$ cat src/rtl/jpeg_rle_block_decoder_if.sv
//------------------------------------------------------------------------------
// Module      : jpeg_rle_block_decoder_if
// Description : Symbol-in / coefficient-out handshake bundle for the RLE decoder.
// Revision    : 1.0 - initial release
//------------------------------------------------------------------------------
`default_nettype none

interface jpeg_rle_block_decoder_if #(
    parameter int AMP_W  = 11,
    parameter int COEF_W = 12
);
    logic                     in_valid;
    logic                     in_ready;
    logic [3:0]               in_run;
    logic [3:0]               in_size;
    logic [AMP_W-1:0]         in_bits;
    logic                     out_valid;
    logic                     out_ready;
    logic signed [COEF_W-1:0] out_coef;
    logic [5:0]               out_index;
    logic                     out_last;

    // Symbol source and coefficient sink
    modport master (
        output in_valid, in_run, in_size, in_bits, out_ready,
        input  in_ready, out_valid, out_coef, out_index, out_last
    );

    // Decoder
    modport slave (
        input  in_valid, in_run, in_size, in_bits, out_ready,
        output in_ready, out_valid, out_coef, out_index, out_last
    );
endinterface

`default_nettype wire

$ cat src/rtl/jpeg_rle_block_decoder.sv
//------------------------------------------------------------------------------
// Module      : jpeg_rle_block_decoder
// Description : Rebuilds 64 zigzag-ordered coefficients per 8x8 block from
//               (run, size, bits) symbols: DC prediction, zero runs, ZRL, EOB.
// Revision    : 1.0 - initial release
//------------------------------------------------------------------------------
`default_nettype none

module jpeg_rle_block_decoder #(
    parameter int AMP_W  = 11,
    parameter int COEF_W = 12
) (
    input  wire logic               clk,
    input  wire logic               rst_n,
    input  wire logic               restart_i,
    output logic                    err_o,
    jpeg_rle_block_decoder_if.slave bus
);

    localparam logic [5:0] LAST_IDX = 6'd63;

    typedef enum logic [2:0] {
        S_DC   = 3'd0,
        S_AC   = 3'd1,
        S_RUN  = 3'd2,
        S_VAL  = 3'd3,
        S_FILL = 3'd4
    } state_t;

    state_t                   state_q, state_d;
    logic [5:0]               idx_q, idx_d;
    logic [3:0]               run_cnt_q, run_cnt_d;
    logic signed [COEF_W-1:0] amp_q, amp_d;
    logic signed [COEF_W-1:0] dc_pred_q, dc_pred_d;
    logic                     err_q, err_d;
    logic                     out_valid_q, out_valid_d;
    logic signed [COEF_W-1:0] out_coef_q, out_coef_d;
    logic [5:0]               out_index_q, out_index_d;
    logic                     out_last_q, out_last_d;

    logic                     w_adv;
    logic                     w_accept;
    logic [3:0]               w_size;
    logic [COEF_W-1:0]        w_mask;
    logic [COEF_W-1:0]        w_mag;
    logic [COEF_W-1:0]        w_top;
    logic signed [COEF_W-1:0] w_amp;
    logic signed [COEF_W-1:0] w_pred;
    logic signed [COEF_W-1:0] w_dc_coef;
    logic                     w_overrun;
    logic                     w_emit;
    logic signed [COEF_W-1:0] w_val;

    assign w_adv        = !out_valid_q || bus.out_ready;
    assign bus.in_ready = w_adv && ((state_q == S_DC) || (state_q == S_AC));
    assign w_accept     = bus.in_valid && bus.in_ready;

    // w_top isolates bit s-1: the sign-select bit of the amplitude category
    always_comb begin
        w_size = (bus.in_size > 4'(AMP_W)) ? 4'(AMP_W) : bus.in_size;
        w_mask = (COEF_W'(1) << w_size) - COEF_W'(1);
        w_mag  = COEF_W'(bus.in_bits) & w_mask;
        w_top  = w_mask & ~(w_mask >> 1);
        w_amp  = (|(w_mag & w_top)) ? w_mag : (w_mag - w_mask);
    end

    assign w_pred    = restart_i ? '0 : dc_pred_q;
    assign w_dc_coef = w_pred + w_amp;
    assign w_overrun = ({1'b0, idx_q} + {3'b000, bus.in_run}) > 7'd63;

    always_comb begin
        state_d   = state_q;
        idx_d     = idx_q;
        run_cnt_d = run_cnt_q;
        amp_d     = amp_q;
        dc_pred_d = w_pred;
        err_d     = err_q;
        w_emit    = 1'b0;
        w_val     = '0;

        if (w_adv) begin
            case (state_q)
                S_DC: begin
                    if (w_accept) begin
                        w_emit    = 1'b1;
                        w_val     = w_dc_coef;
                        dc_pred_d = w_dc_coef;
                        state_d   = S_AC;
                    end
                end
                S_AC: begin
                    if (w_accept) begin
                        w_emit = 1'b1;
                        if ((bus.in_run == 4'd0) && (bus.in_size == 4'd0)) begin
                            state_d = S_FILL;
                        end else if (bus.in_run == 4'd0) begin
                            w_val = w_amp;
                        end else begin
                            // First zero of the run goes out now so runs have no bubble;
                            // ZRL is simply run 15 with a zero-valued amplitude.
                            amp_d     = w_amp;
                            run_cnt_d = bus.in_run - 4'd1;
                            state_d   = (bus.in_run == 4'd1) ? S_VAL : S_RUN;
                            if (w_overrun) begin
                                err_d = 1'b1;
                            end
                        end
                    end
                end
                S_RUN: begin
                    w_emit    = 1'b1;
                    run_cnt_d = run_cnt_q - 4'd1;
                    if (run_cnt_q == 4'd1) begin
                        state_d = S_VAL;
                    end
                end
                S_VAL: begin
                    w_emit  = 1'b1;
                    w_val   = amp_q;
                    state_d = S_AC;
                end
                S_FILL: begin
                    w_emit = 1'b1;
                end
                default: begin
                    state_d = S_DC;
                    idx_d   = '0;
                end
            endcase
        end

        // Any emission at the last index closes the block, dropping pending run/value
        if (w_emit) begin
            if (idx_q == LAST_IDX) begin
                state_d = S_DC;
                idx_d   = '0;
            end else begin
                idx_d = idx_q + 6'd1;
            end
        end
    end

    always_comb begin
        out_valid_d = out_valid_q;
        out_coef_d  = out_coef_q;
        out_index_d = out_index_q;
        out_last_d  = out_last_q;
        if (w_adv) begin
            out_valid_d = w_emit;
            out_coef_d  = w_val;
            out_index_d = idx_q;
            out_last_d  = w_emit && (idx_q == LAST_IDX);
        end
    end

    always_ff @(posedge clk or negedge rst_n) begin
        if (!rst_n) begin
            state_q     <= S_DC;
            idx_q       <= '0;
            run_cnt_q   <= '0;
            amp_q       <= '0;
            dc_pred_q   <= '0;
            err_q       <= 1'b0;
            out_valid_q <= 1'b0;
            out_coef_q  <= '0;
            out_index_q <= '0;
            out_last_q  <= 1'b0;
        end else begin
            state_q     <= state_d;
            idx_q       <= idx_d;
            run_cnt_q   <= run_cnt_d;
            amp_q       <= amp_d;
            dc_pred_q   <= dc_pred_d;
            err_q       <= err_d;
            out_valid_q <= out_valid_d;
            out_coef_q  <= out_coef_d;
            out_index_q <= out_index_d;
            out_last_q  <= out_last_d;
        end
    end

    assign bus.out_valid = out_valid_q;
    assign bus.out_coef  = out_coef_q;
    assign bus.out_index = out_index_q;
    assign bus.out_last  = out_last_q;
    assign err_o         = err_q;

endmodule

`default_nettype wire

$ cat src/flat_wrapper.sv
// flat-port wrapper written by rule: the top's interface ports become plain ports
module jpeg_rle_block_decoder_flat 
#(
    parameter int AMP_W  = 11,
    parameter int COEF_W = 12
)
  (clk, rst_n, restart_i, err_o, bus_in_valid, bus_in_run, bus_in_size, bus_in_bits, bus_out_ready, bus_in_ready, bus_out_valid, bus_out_coef, bus_out_index, bus_out_last);
  jpeg_rle_block_decoder_if #(.AMP_W(AMP_W), .COEF_W(COEF_W)) bus_i ();
  input  wire logic clk;
  input  wire logic rst_n;
  input  wire logic restart_i;
  output logic err_o;
  input wire logic [$bits(bus_i.in_valid)-1:0] bus_in_valid;
  input wire logic [$bits(bus_i.in_run)-1:0] bus_in_run;
  input wire logic [$bits(bus_i.in_size)-1:0] bus_in_size;
  input wire logic [$bits(bus_i.in_bits)-1:0] bus_in_bits;
  input wire logic [$bits(bus_i.out_ready)-1:0] bus_out_ready;
  output wire logic [$bits(bus_i.in_ready)-1:0] bus_in_ready;
  output wire logic [$bits(bus_i.out_valid)-1:0] bus_out_valid;
  output wire logic [$bits(bus_i.out_coef)-1:0] bus_out_coef;
  output wire logic [$bits(bus_i.out_index)-1:0] bus_out_index;
  output wire logic [$bits(bus_i.out_last)-1:0] bus_out_last;
  assign bus_i.in_valid = bus_in_valid;
  assign bus_i.in_run = bus_in_run;
  assign bus_i.in_size = bus_in_size;
  assign bus_i.in_bits = bus_in_bits;
  assign bus_i.out_ready = bus_out_ready;
  assign bus_in_ready = bus_i.in_ready;
  assign bus_out_valid = bus_i.out_valid;
  assign bus_out_coef = bus_i.out_coef;
  assign bus_out_index = bus_i.out_index;
  assign bus_out_last = bus_i.out_last;
  jpeg_rle_block_decoder #(.AMP_W(AMP_W), .COEF_W(COEF_W)) u_core (.clk(clk), .rst_n(rst_n), .restart_i(restart_i), .err_o(err_o), .bus(bus_i));
endmodule
$ cat config.mk
export PLATFORM = sky130hd
export DESIGN_NAME = jpeg_rle_block_decoder_flat
export DESIGN_NICKNAME = d
export VERILOG_FILES = /design/src/rtl/jpeg_rle_block_decoder_if.sv /design/src/rtl/jpeg_rle_block_decoder.sv /design/src/flat_wrapper.sv
export SDC_FILE = /design/constraint.sdc
export NUM_CORES = 1
export LEC_CHECK = 0
export ABC_AREA = 1
export BUFFER_PORTS_ARGS = -buffer_cell sky130_fd_sc_hd__buf_4
export CORE_UTILIZATION = 29
export CTS_CLUSTER_SIZE = 10
export DETAILED_ROUTE_END_ITERATION = 6
export PLACE_DENSITY = 0.52
export SYNTH_ARGS = -nofsm -noshare
export SYNTH_HDL_FRONTEND = slang
export SYNTH_SLANG_ARGS = --single-unit
$ cat constraint.sdc
create_clock -name clk -period 4 [get_ports clk]
set_clock_uncertainty 0.05 [all_clocks]
set_input_delay 0 -clock clk [delete_from_list [all_inputs] [get_ports clk]]
set_output_delay 0 -clock clk [all_outputs]
set_load 0.01 [all_outputs]
==> results_dict.tcl <==
set metrics [dict create \
    worstHoldStart "bus_in_bits[9]" \
    setup_viol 0 \
    syn-cell-area_mm2 0.004169 \
    max-clock-path-buffers 2 \
    p_per_area_mw_per_mm2 549.8 \
    grt_pass1_wl_um 18400 \
    p_leak_uw 0.002669 \
    synth_flop_cell "dfrtp_1" \
    setup-tns-final_ps 0 \
    max_stage_delay_ps 260 \
    pwr-share-clk 0.254 \
    crit_fanout 8 \
    cp_slowest_cell "a21oi_1" \
    htreeDepth 3 \
    internal_power_uw 1706 \
    area_delta_synth_final_pct 22.96 \
    crit_arrival_ps 3680 \
    numCtsBuffers 9 \
    ioPinCount 46 \
    place_ws_ps 51.09 \
    fin_crit_sh 0.8785 \
    nets 694 \
    yosys_warnings 0 \
    synth-seq-cells 58 \
    cts.sinks 58 \
    seq_area_frac_synth 0.3481 \
    p_sw_frac 0.3946 \
    hold_path_class "input pin to register" \
    rows 43 \
    vias_per_cell 4.727 \
    wirelength_um 10690 \
    overflow 0 \
    synthXorXnorAreaFrac 0.02731 \
    synth.distinct_cells 45 \
    synth_top_family_by_area "simple AND/OR/NAND/NOR gates" \
    ff2ff_setup_slack_ps 1280 \
    first_iter_violations 195 \
    start_kind "input pin" \
    vdd_drop_max_v 0.0003193 \
    fp.dieArea_mm2 0.01486 \
    cts_tree "yes" \
    gp_congestion 0.8125 \
    coreArea_mm2 0.01393 \
    start_util 0.2992 \
    status "finished, final reports clean" \
    antenna_found_initial 0 \
    drv_cap 0 \
    grt_start_max_net_pins 59 \
    cts_root_buffer "clkbuf_16" \
    seq_power_share 0.340 \
    rr_endpoint "u_core.bus.out_coef[4]" \
    first_pass_iters 4 \
    drc 0 \
    wire_per_inst_um 12.85 \
    rsz0062_at_grt "false" \
    synth_nets 628 \
    slew-limit-headroom 0.4882 \
    setup.worst_path.end_class "register" \
    numPortBuffers 45 \
    cts.clk_slew.worst_paths_ps 50 \
    track_usage 0.1583 \
    via_count 3933 \
    tightest_slew_ps 764.9 \
    syn_avg_cell_area_um2 7.176 \
    synth_compound_area_frac 0.1465 \
    crit_type "input pin to register" \
    async_flop_share 1.000 \
    clock.fmax_mhz 284.6 \
    synthAdderAreaFrac 0.07263 \
    switchingPower_uw 1112 \
    yosys.area_share.simple 0.3055 \
    first_global_vias 3941 \
    r2r-start "u_core.bus.out_valid" \
    worstHoldPathCells 5 \
    period_needed_ps 3514 \
    whs_ps 62.44 \
    drv_slew 0 \
    synth-edff-count 0 \
    synth_mux_area_frac 0.002401 \
    clock_latency_ps 330 \
    die_h_um 121.9 \
    drtAntennaViolNets 0 \
    hold_violations 0 \
    syn_inst 581 \
    crit_top_cell "nand2_1" \
    worstHoldEndpoint "u_core.amp_q[9]" \
    num_antenna_cells 0 \
    setup_slack_ps 486.2 \
    r2r_cells 12 \
    drive_gt1_frac 0.1871 \
    comb_power_share 0.406 \
    fp.dieW_um 121.9 \
    cp.required_ps 4170 \
    dpl.hpwl_um 8204 \
]
## area by class of cell
type / instances / area, um2
Inverter: 88 / 332.8
Clock inverter: 6 / 41.29
Tap cell: 180 / 225.2
Timing Repair Buffer: 68 / 513.0
Multi-Input combinational cell: 422 / 2323
Fill cell: 1460 / 8808
Sequential cell: 58 / 1451
Clock buffer: 10 / 239.0
## through the flow
stage	util	cells	power (uW)	area, um2
after floorplan	-	581	1697	4169
after global placement	0.3463	815	2094	4826
after detailed placement	0.3463	815	2115	4826
after CTS	0.3672	832	2855	5116
after global routing	0.3679	832	3063	5126
final	0.3679	832	2818	5126
## routing by layer
metal	wire length, um	GRT usage	part of all wire	vias to the layer above
met5	0	0	0	-
li1	-	-	-	2007
met2	5313	0.2758	0.50	66
met3	353	0.03511	0.033	10
met4	141	0.04244	0.013	0
met1	4882	0.1950	0.46	1850
## cell usage after synthesis (3+ instances only)
| library cell | n | area share |
|---|---|---|
| o31ai_1 | 3 | 0.0054 |
| ha_1 | 21 | 0.063 |
| nor3_1 | 5 | 0.0060 |
| nand3_1 | 37 | 0.044 |
| dfrtp_1 | 58 | 0.35 |
| inv_1 | 81 | 0.073 |
| a21oi_2 | 3 | 0.0063 |
| xor2_1 | 9 | 0.019 |
| a21oi_1 | 23 | 0.028 |
| inv_2 | 5 | 0.0045 |
| o21ai_0 | 50 | 0.060 |
| nand2_1 | 167 | 0.15 |
| o21ai_1 | 6 | 0.0072 |
| nand4_1 | 6 | 0.0090 |
| nor2_1 | 34 | 0.031 |
| nand3_2 | 8 | 0.019 |
| nor2_2 | 4 | 0.0060 |
| nand2_2 | 5 | 0.0075 |
| clkbuf_1 | 7 | 0.0063 |
| o211ai_1 | 11 | 0.020 |
| xnor2_1 | 4 | 0.0084 |
## state kept, by name, summed over array words and instances, names as in the netlist
register and flops:
u_core.bus.out_last 1, u_core.dc_pred_q 12, u_core.bus.out_coef 12, u_core.state_q 3
u_core.bus.out_index 6, u_core.run_cnt_q 4, u_core.err_o 1, u_core.bus.out_valid 1
u_core.idx_q 6, u_core.amp_q 12
## layout by cell type, fill, tap and decap left out, types with 6 or more instances in the layout
cell / instances
inv_1: 81
clkbuf_16: 9
o21ai_1: 7
ha_1: 21
o21ai_0: 49
o211ai_1: 11
buf_4: 67
dfrtp_1: 58
nand3_2: 8
nand3_1: 37
nand4_1: 6
xor2_1: 9
nor2_1: 33
a21oi_1: 23
nand2_1: 167
## critical path, delay by kind of cell
| family | cells | cell delay (ps) |
|---|---|---|
| adders and majority gates | 2 | 420 |
| AOI/OAI and AO/OA | 4 | 810 |
| muxes | 1 | 260 |
| and+or+nand+nor | 21 | 1700 |
| buffers and inverters | 4 | 500 |
## power groups by stage
stage	combinational, uW	sequential, uW	clock [uW]
2_1_floorplan	732	965	0
3_3_place_gp	1130	962	0
3_5_place_dp	1150	967	0
4_1_cts	1160	960	740
5_1_grt	1310	988	764
6_report	1140	958	717
## worst max-delay path by stage
stage / from / endpoint / slack [ps] / depth (start not counted)
5_1_grt: bus_in_size[2] / u_core.bus.out_coef[11] / 8 / 34
3_3_place_gp: bus_in_size[2] / u_core.bus.out_coef[11] / 110 / 33
6_report: bus_in_size[2] / u_core.bus.out_coef[11] / 490 / 32
2_1_floorplan: bus_in_size[2] / u_core.bus.out_coef[10] / 250 / 35
3_5_place_dp: bus_in_size[2] / u_core.bus.out_coef[10] / 50 / 32
4_1_cts: bus_in_size[2] / u_core.bus.out_coef[11] / 380 / 33
## timing repair
item                                   4_1_cts  5_1_grt
resized for setup                            0        3
hold buffers                                 1        0
setup endpoints to repair                    0        3
setup buffers                                0        0
endpoints found under the hold margin       58        0
## cell families after synthesis
family,after synthesis
adders and majority gates,23
DFF,58
buffers and inverters,101
and+or+nand+nor,278
xor gates and xnor gates,13
AOI/OAI and AO/OA,107
muxes,1
Note: power is estimated with default switching activity, not from simulation.
